### src/rtl/dac_interp.sv
// Linear-interpolating DAC feeder: one-entry input buffer, per-tick accumulator stepping from prev to cur.
// Optional build macro DAC_INTERP_ROUND_EN selects round-half-up RUN output instead of truncation.
module dac_interp #(
   parameter int unsigned DAC_WIDTH         = 8,
   parameter int unsigned INTERP_DEPTH_BITS = 4
) (
   input  logic                 clk,
   input  logic                 rstn,
   input  logic                 sample_in,
   input  logic [DAC_WIDTH-1:0] data_in,
   output logic                 in_ready,
   input  logic                 out_tick,
   output logic [DAC_WIDTH-1:0] data_out,
   output logic                 data_out_valid,
   output logic                 underrun
);

   localparam int unsigned W  = DAC_WIDTH;
   localparam int unsigned N  = INTERP_DEPTH_BITS;
   localparam int unsigned DW = W + 1;
   localparam int unsigned AW = W + N + 1;
   localparam logic [N-1:0] PHASE_LAST = '1;

   typedef enum logic [1:0] {
      IDLE  = 2'd0,
      RUN   = 2'd1,
      STALL = 2'd2
   } state_t;

   state_t          state, state_nxt;
   logic [W-1:0]    prev, prev_nxt;
   logic [W-1:0]    cur, cur_nxt;
   logic [DW-1:0]   delta, delta_nxt;
   logic [AW-1:0]   acc, acc_nxt;
   logic [N-1:0]    phase, phase_nxt;
   logic            buf_full, buf_full_nxt;
   logic [W-1:0]    buf_data, buf_data_nxt;
   logic [W-1:0]    dout_nxt;
   logic            valid_nxt;
   logic            under_nxt;

   logic            accept;
   logic            seg_start;
   logic [AW-1:0]   delta_ext;
   logic [AW-1:0]   acc_out;
   logic [W-1:0]    run_out;

   assign in_ready  = ~buf_full;
   assign accept    = sample_in & ~buf_full;
   assign delta_ext = {{N{delta[DW-1]}}, delta};

`ifdef DAC_INTERP_ROUND_EN
   localparam logic [AW-1:0] ROUND_BIAS = AW'(1) << (N - 1);
   assign acc_out = acc + ROUND_BIAS;
`else
   assign acc_out = acc;
`endif

   assign run_out = W'(acc_out >> N);

   // Next-state and datapath: segment-end decisions use buffer state at cycle start
   always_comb begin
      state_nxt    = state;
      prev_nxt     = prev;
      cur_nxt      = cur;
      delta_nxt    = delta;
      acc_nxt      = acc;
      phase_nxt    = phase;
      buf_full_nxt = buf_full;
      buf_data_nxt = buf_data;
      dout_nxt     = data_out;
      valid_nxt    = 1'b0;
      under_nxt    = 1'b0;
      seg_start    = 1'b0;

      // Outside IDLE an accepted sample is only buffered, never bypassed
      if (state != IDLE && accept) begin
         buf_full_nxt = 1'b1;
         buf_data_nxt = data_in;
      end

      case (state)
         IDLE: begin
            if (accept) begin
               prev_nxt  = data_in;
               cur_nxt   = data_in;
               delta_nxt = '0;
               acc_nxt   = AW'(data_in) << N;
               phase_nxt = '0;
               state_nxt = RUN;
            end
         end
         RUN: begin
            if (out_tick) begin
               dout_nxt  = run_out;
               valid_nxt = 1'b1;
               acc_nxt   = acc + delta_ext;
               phase_nxt = phase + N'(1);
               if (phase == PHASE_LAST) begin
                  if (buf_full) seg_start = 1'b1;
                  else          state_nxt = STALL;
               end
            end
         end
         STALL: begin
            if (out_tick) begin
               dout_nxt  = cur;
               valid_nxt = 1'b1;
               under_nxt = 1'b1;
            end
            if (buf_full) begin
               seg_start = 1'b1;
               state_nxt = RUN;
            end
         end
         default: state_nxt = IDLE;
      endcase

      // New segment: old cur becomes the start point, buffered sample the target
      if (seg_start) begin
         prev_nxt     = cur;
         cur_nxt      = buf_data;
         delta_nxt    = {1'b0, buf_data} - {1'b0, cur};
         acc_nxt      = AW'(cur) << N;
         phase_nxt    = '0;
         buf_full_nxt = 1'b0;
      end
   end

   always_ff @(posedge clk) begin
      if (!rstn) begin
         state          <= IDLE;
         prev           <= '0;
         cur            <= '0;
         delta          <= '0;
         acc            <= '0;
         phase          <= '0;
         buf_full       <= 1'b0;
         buf_data       <= '0;
         data_out       <= '0;
         data_out_valid <= 1'b0;
         underrun       <= 1'b0;
      end else begin
         // Interpolated output must stay within the segment end points
         if (state == RUN && out_tick)
            assert ((run_out >= prev && run_out <= cur) || (run_out <= prev && run_out >= cur));
         state          <= state_nxt;
         prev           <= prev_nxt;
         cur            <= cur_nxt;
         delta          <= delta_nxt;
         acc            <= acc_nxt;
         phase          <= phase_nxt;
         buf_full       <= buf_full_nxt;
         buf_data       <= buf_data_nxt;
         data_out       <= dout_nxt;
         data_out_valid <= valid_nxt;
         underrun       <= under_nxt;
      end
   end

endmodule

### config.mk
export PLATFORM = sky130hd
export DESIGN_NAME = dac_interp
export DESIGN_NICKNAME = d
export VERILOG_FILES = /design/src/rtl/dac_interp.sv
export SDC_FILE = /design/constraint.sdc
export NUM_CORES = 1
export LEC_CHECK = 0
export BUFFER_PORTS_ARGS = -buffer_cell sky130_fd_sc_hd__buf_2
export CORE_MARGIN = 10
export CORE_UTILIZATION = 62
export CTS_BUF_LIST = sky130_fd_sc_hd__clkbuf_16
export DETAILED_ROUTE_END_ITERATION = 7
export GPL_TIMING_DRIVEN = 0
export PLACE_DENSITY = 0.89
export REMOVE_ABC_BUFFERS = 1
export SYNTH_ARGS = -nofsm -noshare
export SYNTH_HDL_FRONTEND = slang
export SYNTH_SLANG_ARGS = --single-unit
### constraint.sdc
create_clock -name clk -period 4.1 [get_ports clk]
set_input_delay 0.615 -clock clk [delete_from_list [all_inputs] [get_ports clk]]
set_output_delay 0.615 -clock clk [all_outputs]
set_load 0.02 [all_outputs]
# Word level (Yosys, flattened, before mapping)
# Cells that the tools add are included.
dict set report totals {
  reg_bits 55
  out_inout_bits 11
  in_bits 12
}
dict set report classes {
  eq_ne 11
  bitwise 3
  n_addsub 3
  n_mux 27
  reduce_logical 17
}
# cell n
set ops {}
lappend ops {{8-bit two-way mux} 5}
lappend ops {{9-bit two-way mux} 3}
lappend ops {{13-bit two-way mux} 2}
lappend ops {{13-bit one-hot mux with 2 select lines} 1}
lappend ops {{8-bit one-hot mux with 2 select lines} 1}
lappend ops {{13-bit adder} 1}
lappend ops {{12-bit two-way mux} 1}
lappend ops {{2-bit inequality test, second input constant} 6}
lappend ops {{2-bit two-way mux} 5}
lappend ops {{2-bit nonzero test} 5}
lappend ops {{3-bit AND reduction} 3}
lappend ops {{8-bit by 8-bit subtractor with 9-bit output} 1}
lappend ops {{4-bit two-way mux} 2}
lappend ops {{4-bit one-hot mux with 2 select lines} 1}
lappend ops {{3-bit inequality test, second input constant} 2}
lappend ops {{2-bit one-hot mux with 3 select lines} 1}
lappend ops {{2-bit AND reduction} 3}
lappend ops {{5-bit AND reduction} 1}
lappend ops {{4-bit by 1-bit adder with 4-bit output, second input constant} 1}
lappend ops {{4-bit == test, second input constant} 1}
lappend ops {{1-bit two-way mux} 4}
lappend ops {{2-bit OR reduction} 2}
lappend ops {{3-bit nonzero test} 1}
lappend ops {{2-bit by 1-bit == test with 1-bit output, second input constant} 1}
lappend ops {{6 further kinds} 7}

# Depth between registers and ports, before layout
# Gate-level depths: netlist (run 1).
dict set report logic_depth {
  word_depth 6
  mapped_depth 9
  mapped_depth_nobuf 9
}

# Worst setup path after synthesis (run 1)
# No wires, ideal clock.
dict set report synth_path {
  kind {register -> register}
  startpoint {register delta[0]}
  endpoint {register acc[8]}
  setup_ns 0.122
  path_slack_ns 1.875
  t_arrival_ns 2.103
  path_stages_with_launch 8
  synth_period_minus_slack_ns 2.225
  path_cell_list {dfxtp_1 -> ha_1 -> fa_1 -> a211oi_2 -> o21bai_1 -> a2111oi_2 -> a2111oi_2 -> a221o_1}
}
dict set report synth_between {
  elab_chain_cells 4
}
# element line_no
set synth_rtl {}
lappend synth_rtl {{from (decl)} 33} ;# logic [DW-1:0] delta, delta_nxt;
lappend synth_rtl {{from (signal assigned)} 150} ;# delta <= delta_nxt;
lappend synth_rtl {{13-bit adder} 97} ;# acc_nxt = acc + delta_ext;
lappend synth_rtl {{13-bit two-way mux} 94} ;# if (out_tick) begin
lappend synth_rtl {{13-bit one-hot mux with 2 select lines} 82} ;# case (state)
lappend synth_rtl {{12-bit two-way mux} 120} ;# if (seg_start) begin
lappend synth_rtl {{to (signal assigned)} 151} ;# acc <= acc_nxt;
lappend synth_rtl {{to (decl)} 34} ;# logic [AW-1:0] acc, acc_nxt;
# Every way passes these cells. The select of a mux whose other input is x is not followed.
# A chain may end at the register's enable or synchronous reset.

# Worst setup path in the final report (run 1)
dict set report layout_path {
  startpoint {register state[1]}
  endpoint {register phase[3]}
}
dict set report layout_between {
  elab_chain_cells 3
}
# element line_no
set layout_rtl {}
lappend layout_rtl {{from (decl)} 30} ;# state_t state, state_nxt;
lappend layout_rtl {{from (signal assigned)} 147} ;# state <= state_nxt;
lappend layout_rtl {{2-bit by 1-bit == test with 1-bit output, or another cell as far along} 82}
lappend layout_rtl {{2-bit inequality test (no line), or another cell as far along} n/a}
lappend layout_rtl {{3-bit AND reduction (no line) / 2-bit OR reduction (equally long branches)} n/a}
lappend layout_rtl {{to (signal assigned)} 152} ;# phase <= phase_nxt;
lappend layout_rtl {{to (decl)} 35} ;# logic [N-1:0] phase, phase_nxt;
# Several ways; a longest one is shown, not always the timed one.

==> run_results.csv, run 1 <==
group,metric,value,unit
critical_path,critPathLaunchType,"flop",
detailed_routing,drc_errors,0,
global_route,grt_overflow,0,
detailed_routing,wire_per_inst,17.6,µm
layout,drive_gt1_frac,0.0941,
clocking,clk_latency,300,ps
sta,finalCritPeriodShare,0.828,
synthesis,synth_top_family_by_area,"compound AO/OA/AOI/OAI gates",
synthesis,synth-seq-cells,54,
synthesis,synth_cell_types,55,
synthesis,synth.most_common_cell,"dfxtp_1",
sta,rsz0062_at_grt,"no",
critical_path,critPathRequiredTime,4310,ps
synthesis,muxShareOfSynthArea,0.0366,
pwr,peakVddDrop,303,µV
synthesis,synthCells,395,
clocking,cts_buffers,5,
run_status,status,"finished clean",
global_route,grt_pass1_wl,13.8,mm
sta,fin_crit,3390,ps
layout,syn_to_final_growth,8.16,%
synthesis,synth_xor_xnor_area_share,0.0214,
placed_design,dp_hpwl,5.79,mm
synthesis,yosys.area.top_type,"dfxtp_1",
layout,fillers,421,
critical_path,path_buf_inv,1,
global_route,grt_max_degree,39,
synthesis,synth_edf_count,0,
critical_path,worstSetupPathType,"reg2reg",
global_route,antenna_found_initial,0,
sta,fin_tns_setup,0,ps
synthesis,ys_seq_area_frac,0.330,
clocking,clockBufferDepth,2,
synthesis,synth.avg_cell_area,8.30,µm²
layout,fin_nets,440,
layout,finalNonFillerCells,474,
critical_path,r2r_slack,710,ps
floorplan,die_area,8600,µm²
detailed_routing,drt_first_pass_iters,5,
sta,slew_viol_final,0,
synthesis,syn_area,3280,µm²
layout,antenna_cells,0,
clocking,cts_max_level,2,
sta,clock.fmax,0.295,GHz
sta,hold_slack,466,ps
critical_path,crit_arrival,3600,ps
floorplan,io_pins,23,
clocking,cts_tree,"yes",
clocking,clk_pin_slew,70,ps
clocking,cts_hold_buffers,0,
sta,max_slew.worst_pin.slew,1300,ps
detailed_routing,drt-vias-per-instance,6.42,
critical_path,max_stage_delay,1040,ps
critical_path,cp_slowest_cell,"or2_1",
synthesis,synth_fa_ha_area_frac,0.100,
detailed_routing,first_iter_violations,379,
synthesis,synth_commonest_cells,"dfxtp_1 (54), nor2_1 (34), nand2_1 (33), a21oi_1 (29), nand3_1 (24)",
global_route,grt_pass1_vias,2955,
run,maxCapViolCount,0,
clocking,cts_num_sinks,54,
synthesis,ys.warnings.count,0,
placed_design,routabilityCongestion,0.920,
layout,fin_util,0.695,
synthesis,async_flop_share,0,
clocking,post-cts-setup-buffers,0,
placed_design,portBuffers,22,
detailed_routing,antenna_left,0,
clocking,root_buffer,"clkbuf_16",
worst_hold_path,hp-class,"reg2reg",
sta,finalHoldViolCount,0,
critical_path,end_kind,"flop",
floorplan,die_y,92.7,µm
sta,finalSetupViolations,0,
floorplan,core_area,5110,µm²
pwr,leakagePower,1.38,nW
placed_design,dp_cells,466,
synthesis,synth_top_area_frac,0.330,
synthesis,synthFlopType,"dfxtp_1",
synthesis,synth_compound_area_frac,0.271,
floorplan,rows,26,
synthesis,synth-simple-area-share,0.190,
pwr,power_density,435,nW/µm²
floorplan,fp.dieW,92.7,µm
global_route,grtUsageTotal,0.194,
sta,relSlewSlack,0.131,
floorplan,start_util,0.642,
sta,finClkSkew,5.86,ps
clocking,cts_resized,0,
critical_path,path_delay_family,"simple AND/OR/NAND/NOR gates",
synthesis,synthTopCellsByArea,"dfxtp_1 (33%), ha_1 (8.8%), a21oi_1 (4.4%), nor2_1 (3.9%), nand2_1 (3.8%)",
critical_path,path_cells,"inv_1, ha_1, a21oi_2, or2_1, nand2_1, nor3_1",
critical_path,cp_max_fo,38,
pwr,total_power,1.54,mW
detailed_routing,vias,3043,
detailed_routing,routed_wirelength,8.32,mm
-- registers in the layout (all words and copies together), names as in the netlist --
register and count:
phase 4, buf_full 1, buf_data 8, underrun 1, delta 9, data_out_valid 1
data_out 8, cur 8, state 2, acc 12
-- cells in the final DEF, fill, tap and decap left out, types with 2 or more instances in the layout --
cell | netlist | routed
dfxtp_1 | 54 | 54
nor2_1 | 34 | 34
nand2_1 | 33 | 33
a21oi_1 | 29 | 29
nand3_1 | 24 | 24
ha_1 | 23 | 23
buf_2 | 5 | 22
inv_1 | 19 | 21
o21ai_0 | 19 | 19
mux2i_1 | 12 | 12
a211oi_1 | 12 | 12
nand2b_1 | 9 | 9
nor3_1 | 9 | 9
o21a_1 | 9 | 9
a311oi_1 | 8 | 8
a21o_1 | 7 | 7
and3_1 | 6 | 6
xor2_1 | 6 | 6
o221ai_1 | 5 | 5
nand4_1 | 5 | 5
clkbuf_16 | 0 | 5
o211ai_1 | 4 | 4
nor2b_1 | 4 | 4
o22ai_1 | 3 | 3
or3_1 | 3 | 3
a21oi_2 | 2 | 2
o21bai_1 | 2 | 2
a2111oi_2 | 2 | 2
a221o_1 | 2 | 2
o311a_1 | 2 | 2
nand3b_1 | 2 | 2
a2111o_1 | 2 | 2
xnor2_1 | 2 | 2
fa_1 | 2 | 2
-- worst reg2reg max path: cells and delay by family, from the launching register on --
kind,cells,cell delay (ps)
DFF,1,380
adders and majority gates,1,540
buffers and inverters,1,90
AOI/OAI and AO/OA,1,480
and+or+nand+nor,3,1820
-- per-layer routing --
metal  track usage  vias up  wire length [µm]
li1              -     1476                 -
met1         0.237     1409              3530
met2         0.326      144              3950
met3        0.0404       14               691
met4        0.0771        0               159
met5             0        -                 0
-- worst paths after layout --
path / start / end / cells after the start
max: state[1]$_SDFFE_PN0P_ / phase[3]$_SDFFE_PP0P_ / 6
min: acc[2]$_SDFFE_PP0P_ / acc[2]$_SDFFE_PP0P_ / 2
max reg2reg: state[1]$_SDFFE_PN0P_ / phase[3]$_SDFFE_PP0P_ / 6
min reg2reg: acc[2]$_SDFFE_PP0P_ / acc[2]$_SDFFE_PP0P_ / 2
-- cell families after synthesis --
logic type               Yosys count
adder cells (fa/ha/maj)           25
buffers and inverters             41
AND/OR/NAND/NOR                  132
flip-flops                        54
multiplexers                      12
AO/OA/AOI/OAI                    123
XOR/XNOR                           8
-- power by group --
part	switching (mW)	internal (mW)	total, mW
Clock	0.188	0.284	0.472
Sequential	0.0391	0.573	0.612
Combinational	0.295	0.165	0.460
-- stage by stage --
step	worst slack [ps]	area (µm²)
floorplan	1670	3190
global placement	943	3380
detailed placement	816	3380
CTS	793	3550
global route	477	3550
finish	706	3550
-- layout make-up --
cell class                      count  area [µm²]  area share
Clock buffer                        5         125      0.0353
Clock inverter                      3        37.5      0.0106
Inverter                           20        75.1      0.0212
Timing Repair Buffer               22         110      0.0310
Sequential cell                    54        1080       0.305
Tap cell                           70        87.6      0.0247
Multi-Input combinational cell    300        2030       0.572
Note: power is estimated with default switching activity, not from simulation.
==> run 2, diff against run 1 <==
CORE_UTILIZATION = 55   (was 62)
PLACE_DENSITY = 0.84   (was 0.89)
clock period = 3 ns   (was 4.1 ns; I/O delays follow)
==> run 2 against run 1 <==
Effect of this change: die area rose by 9.9%; via count rose by 1.3%; clock skew fell by 0.64 ps; sequential power rose by 36%; core utilization fell by 8.9 points; total power rose by 32%; critical path type unchanged; worst setup slack got worse by 480 ps; first-iteration DRC count fell by 22%; sequential share of layout area rose by 0.054 points; highest routed layer unchanged; non-clock buffer count did not move.
==> run_results.csv, run 2 (same netlist as run 1, synthesis figures left out) <==
group,metric,value,unit
sta,fin_crit,2770,ps
sta,fin_tns_setup,0,ps
clocking,root_buffer,"clkbuf_16",
global_route,grtUsageTotal,0.168,
critical_path,worstSetupPathType,"reg2reg",
clocking,cts_hold_buffers,0,
clocking,cts_num_sinks,54,
clocking,clk_pin_slew,70,ps
floorplan,io_pins,23,
floorplan,die_area,9450,µm²
detailed_routing,drc_errors,0,
pwr,seqPwrFrac,0.410,
clocking,post-cts-setup-buffers,0,
global_route,grt_pass1_vias,2791,
critical_path,r2r_start,"state[0]$_SDFFE_PN0P_",
sta,relSlewSlack,0.310,
layout,largest_reg_flops,12,
sta,max_slew.worst_pin.slew,1030,ps
detailed_routing,antenna_left,0,
placed_design,dp_slack,-292,ps
placed_design,dp_hpwl,5.83,mm
floorplan,rows,28,
floorplan,start_util,0.561,
run_status,status,"finished clean",
clocking,cts_buffers,5,
global_route,grt_pass1_wl,13.6,mm
sta,finalCritPeriodShare,0.924,
floorplan,fp.dieW,97.2,µm
sta,finClkSkew,5.22,ps
clocking,clockBufferDepth,2,
sta,fin_ws,227,ps
detailed_routing,first_iter_violations,295,
floorplan,core_area,5850,µm²
layout,fin_util,0.605,
sta,finalSetupViolations,0,
sta,clock.fmax,0.361,GHz
floorplan,die_y,97.2,µm
layout,layout_commonest_cell,"dfxtp_1",
detailed_routing,wire_per_inst,17.4,µm
clocking,clk_latency,300,ps
detailed_routing,routed_wirelength,8.34,mm
clocking,cts_tree,"yes",
critical_path,r2r_slack,230,ps
layout,finalNonFillerCells,479,
layout,top_regs,"acc: 12 flops, delta: 9 flops",
pwr,p_switching,0.718,mW
critical_path,critPathLaunchType,"flop",
placed_design,routabilityCongestion,0.916,
detailed_routing,drt-vias-per-instance,6.43,
sta,slew_viol_final,0,
placed_design,portBuffers,22,
global_route,grt_overflow,0,
critical_path,startpoint,"state[0]$_SDFFE_PN0P_",
global_route,grt_max_degree,39,
sta,rsz0062_at_grt,"no",
pwr,power_switching_share,0.353,
layout,fillers,499,
pwr,total_power,2.03,mW
detailed_routing,drt_first_pass_iters,5,
clocking,cts_max_level,2,
pwr,p_clk_frac,0.275,
layout,final_cell_mix,"dfxtp_1 (54), nor2_1 (34), nand2_1 (33)",
critical_path,cp_max_fo,38,
layout,antenna_cells,0,
sta,finalHoldViolCount,0,
pwr,peakVddDrop,330,µV
layout,regMostFlops,"acc",
sta,hold_slack,417,ps
pwr,leakagePower,1.37,nW
layout,design_area,3540,µm²
layout,fin_nets,440,
worst_hold_path,hp-start,"data_in[4]",
run,maxCapViolCount,0,
global_route,antenna_found_initial,0,
placed_design,placed_cell_area,3390,µm²
worst_hold_path,hp-class,"in2reg",
layout,syn_to_final_growth,7.97,%
critical_path,crit_arrival,2990,ps
layout,drive_gt1_frac,0.101,
pwr,p_int,1.32,mW
pwr,power_density,574,nW/µm²
critical_path,critPathRequiredTime,3220,ps
clocking,cts_resized,3,
detailed_routing,vias,3082,
placed_design,dp_cells,471,
critical_path,end_kind,"flop",
pwr,combPwrFrac,0.315,
==> run 2: cell count changes in the layout (fill, tap and decap cells not counted), sizes merged <==
cell and change:
bufinv -1, clkinv +2, inv -1
==> run 2: final cells by class <==
| cell class | instances | area (µm²) | share of cell area |
|---|---|---|---|
| Sequential cell | 54 | 1080 | 0.305 |
| Clock buffer | 5 | 125 | 0.0353 |
| Inverter | 20 | 75.1 | 0.0212 |
| Tap cell | 75 | 93.8 | 0.0265 |
| Multi-Input combinational cell | 300 | 2040 | 0.577 |
| Timing Repair Buffer | 22 | 110 | 0.0311 |
| Clock inverter | 3 | 12.5 | 0.00353 |
==> run 2: path summary, 6_finish.rpt <==
| check | to | cells after the start |
|---|---|---|
| worst max-delay path | phase[3]$_SDFFE_PP0P_ | 6 |
| worst min-delay path | buf_data[4]$_SDFFE_PN0P_ | 3 |
| worst max register to register | phase[3]$_SDFFE_PP0P_ | 6 |
| worst min register to register | acc[0]$_SDFFE_PP0P_ | 2 |
==> run 2: layer usage <==
layer / vias to the layer above / wire [µm] / track usage
li1: 1477 / - / -
met3: 20 / 610 / 0.0292
met1: 1444 / 3700 / 0.215
met4: 0 / 192 / 0.0626
met2: 141 / 3830 / 0.273
met5: - / 0 / 0
==> run 2: worst max-delay path: stages, from the launching register on <==
cell and delay, ps:
dfxtp_1 350, inv_1 80, ha_1 470, a21oi_2 460, or2_2 680, nand2_1 390
nor3_1 250
==> run 2: power by group through the flow <==
stage	logic, mW	clock network [mW]	registers (mW)
6_report	0.640	0.559	0.834
5_1_grt	0.706	0.589	0.842
4_1_cts	0.625	0.564	0.833
3_5_place_dp	0.618	0	0.848
3_3_place_gp	0.596	0	0.847
2_1_floorplan	0.438	0	0.855
==> run 3, diff against run 2 <==
BUFFER_PORTS_ARGS = unset   (was -buffer_cell sky130_fd_sc_hd__buf_2)
CORE_UTILIZATION = 57   (was 55)
DONT_BUFFER_PORTS = 1   (was unset)
PLACE_DENSITY = 0.82   (was 0.84)
==> run 3 against run 2 <==
Effect of this change: largest cell class unchanged; combinational power down 8.3%; flip-flop and latch count stayed put; non-clock buffer count is 22 lower; hold slack worse by 130 ps; worst setup slack gained 77 ps; critical path depth is the same; count of clock-buffer cells in the layout unchanged.
==> run_results.csv, run 3 (same netlist as run 1, synthesis figures left out) <==
group,metric,value,unit
run_status,status,"finished clean",
critical_path,r2r_start,"state[0]$_SDFFE_PN0P_",
critical_path,critPathRequiredTime,3220,ps
critical_path,rr_endpoint,"phase[3]$_SDFFE_PP0P_",
detailed_routing,routed_wirelength,8.41,mm
global_route,grt_overflow,0,
sta,slew_viol_final,0,
detailed_routing,drt_first_pass_iters,5,
clocking,root_buffer,"clkbuf_16",
worst_hold_path,hp-start,"rstn",
layout,regMostFlops,"acc",
layout,design_area,3460,µm²
layout,top_regs,"acc: 12 flops, delta: 9 flops",
detailed_routing,antenna_left,0,
worst_hold_path,hold_depth,1,
run,maxCapViolCount,0,
sta,finalHoldViolCount,0,
sta,fin_ws,304,ps
global_route,grtUsageMet3,0.0451,
clocking,clockBufferDepth,2,
global_route,grt_pass1_vias,2823,
pwr,seqPwrFrac,0.405,
sta,max_slew.worst_pin.slew,1040,ps
sta,rsz0062_at_grt,"no",
sta,finalSetupViolations,0,
detailed_routing,vias,3001,
critical_path,end_kind,"flop",
critical_path,cp_slowest_cell,"or2_2",
placed_design,portBuffers,0,
layout,largest_reg_flops,12,
pwr,combPwrFrac,0.279,
pwr,leakagePower,1.27,nW
critical_path,rr_worst_depth,6,
pwr,power_switching_share,0.340,
global_route,grt_util_met2,0.306,
floorplan,io_pins,23,
floorplan,rows,27,
floorplan,fp.dieW,95.9,µm
global_route,met1_usage,0.242,
global_route,antenna_found_initial,0,
global_route,grtUsageTotal,0.186,
placed_design,placed_cell_area,3280,µm²
sta,hold_slack,284,ps
floorplan,die_area,9190,µm²
layout,fin_nets,418,
floorplan,core_area,5540,µm²
sta,fin_crit,2700,ps
layout,drive_gt1_frac,0.0550,
pwr,power_density,610,nW/µm²
pwr,peakVddDrop,422,µV
worst_hold_path,hp-class,"in2reg",
sta,finClkSkew,5.17,ps
pwr,p_int,1.39,mW
layout,final_cell_mix,"dfxtp_1 (54), nor2_1 (34), nand2_1 (33)",
worst_hold_path,whs_endpoint,"acc[7]$_SDFFE_PN0P_",
global_route,grt_pass1_wl,13.8,mm
pwr,p_clk_frac,0.316,
critical_path,path_cells,"inv_1, ha_1, a21oi_2, or2_2, nand2_1, nor3_1",
layout,syn_to_final_growth,5.49,%
sta,finalCritPeriodShare,0.899,
critical_path,cp_max_fo,38,
detailed_routing,wire_per_inst,18.5,µm
global_route,busiest_layer,"met2",
critical_path,max_stage_delay,670,ps
pwr,total_power,2.11,mW
sta,fin_tns_setup,0,ps
global_route,grt_max_degree,39,
critical_path,r2r_slack,300,ps
clocking,clk_latency,290,ps
pwr,p_switching,0.718,mW
clocking,cts_tree,"yes",
critical_path,critPathLaunchType,"flop",
layout,layout_commonest_cell,"dfxtp_1",
clocking,cts_buffers,5,
sta,clock.fmax,0.371,GHz
clocking,cts_hold_buffers,0,
detailed_routing,drt-vias-per-instance,6.61,
clocking,post-cts-setup-buffers,0,
floorplan,die_y,95.9,µm
placed_design,dp_hpwl,5.83,mm
clocking,cts_max_level,2,
sta,relSlewSlack,0.302,
layout,antenna_cells,0,
detailed_routing,drc_errors,0,
clocking,clk_pin_slew,70,ps
critical_path,crit_arrival,2910,ps
placed_design,dp_slack,-274,ps
placed_design,routabilityCongestion,0.851,
clocking,cts_num_sinks,54,
critical_path,worstSetupPathType,"reg2reg",
floorplan,start_util,0.592,
detailed_routing,first_iter_violations,244,
-- run 3: cell types whose count changed in the layout (fill, tap and decap cells not counted), sizes merged --
cell | previous run | this run
buf | 22 | 0
clkinv | 3 | 1
clkinvlp | 0 | 2
bufinv | 0 | 1
inv | 20 | 19
-- run 3: what timing repair did --
| item | CTS | global route |
|---|---|---|
| hold endpoints to repair | 0 | 0 |
| setup endpoints to repair | 13 | 4 |
| resized for setup | 3 | 1 |
-- run 3: power by group through the flow --
stage          clock network (mW)  registers (mW)  logic (mW)
2_1_floorplan                   0           0.855       0.438
3_5_place_dp                    0           0.872       0.563
4_1_cts                     0.673           0.855       0.576
5_1_grt                     0.694           0.864       0.653
6_report                    0.667           0.855       0.587
3_3_place_gp                    0           0.869       0.548
-- run 3: area by class of cell --
cell class              count  area (µm²)
clock buffers               5         125
clock inverters             3        45.0
fillers                   489        2080
inverters                  20        75.1
multi-input cells         300        2040
flip-flops and latches     54        1080
well taps                  72        90.1
-- run 3: per-stage QoR --
step                utilization  instances
floorplan                     -        374
global placement          0.591        446
detailed placement        0.591        446
CTS                       0.624        454
global route              0.624        454
finish                    0.624        454
-- run 3: worst max path at each step --
stage | from | to | slack (ps) | cells past startpoint
floorplan | state[1]$_SDFFE_PN0P_ | acc[8]$_SDFFE_PN0P_ | 570 | 6
global placement | state[1]$_SDFFE_PN0P_ | phase[3]$_SDFFE_PP0P_ | -150 | 6
detailed placement | state[1]$_SDFFE_PN0P_ | phase[3]$_SDFFE_PP0P_ | -270 | 6
CTS | state[1]$_SDFFE_PN0P_ | acc[8]$_SDFFE_PN0P_ | 50 | 7
global route | state[0]$_SDFFE_PN0P_ | phase[3]$_SDFFE_PP0P_ | 70 | 6
finish | state[0]$_SDFFE_PN0P_ | phase[3]$_SDFFE_PP0P_ | 300 | 6
-- run 3: worst max-delay path, delay by kind of cell, from the launching register on --
| kind | cells | cell delay (ps) |
|---|---|---|
| compound gates | 1 | 420 |
| simple gates | 3 | 1300 |
| buf+inv | 1 | 70 |
| fa+ha+maj | 1 | 480 |
| flops | 1 | 340 |
-- run 3: metal layers --
layer  up-vias  share of wire
li1       1431              -
met5         -              0
met2       117           0.47
met1      1441           0.43
met4         0         0.0099
met3        12          0.090
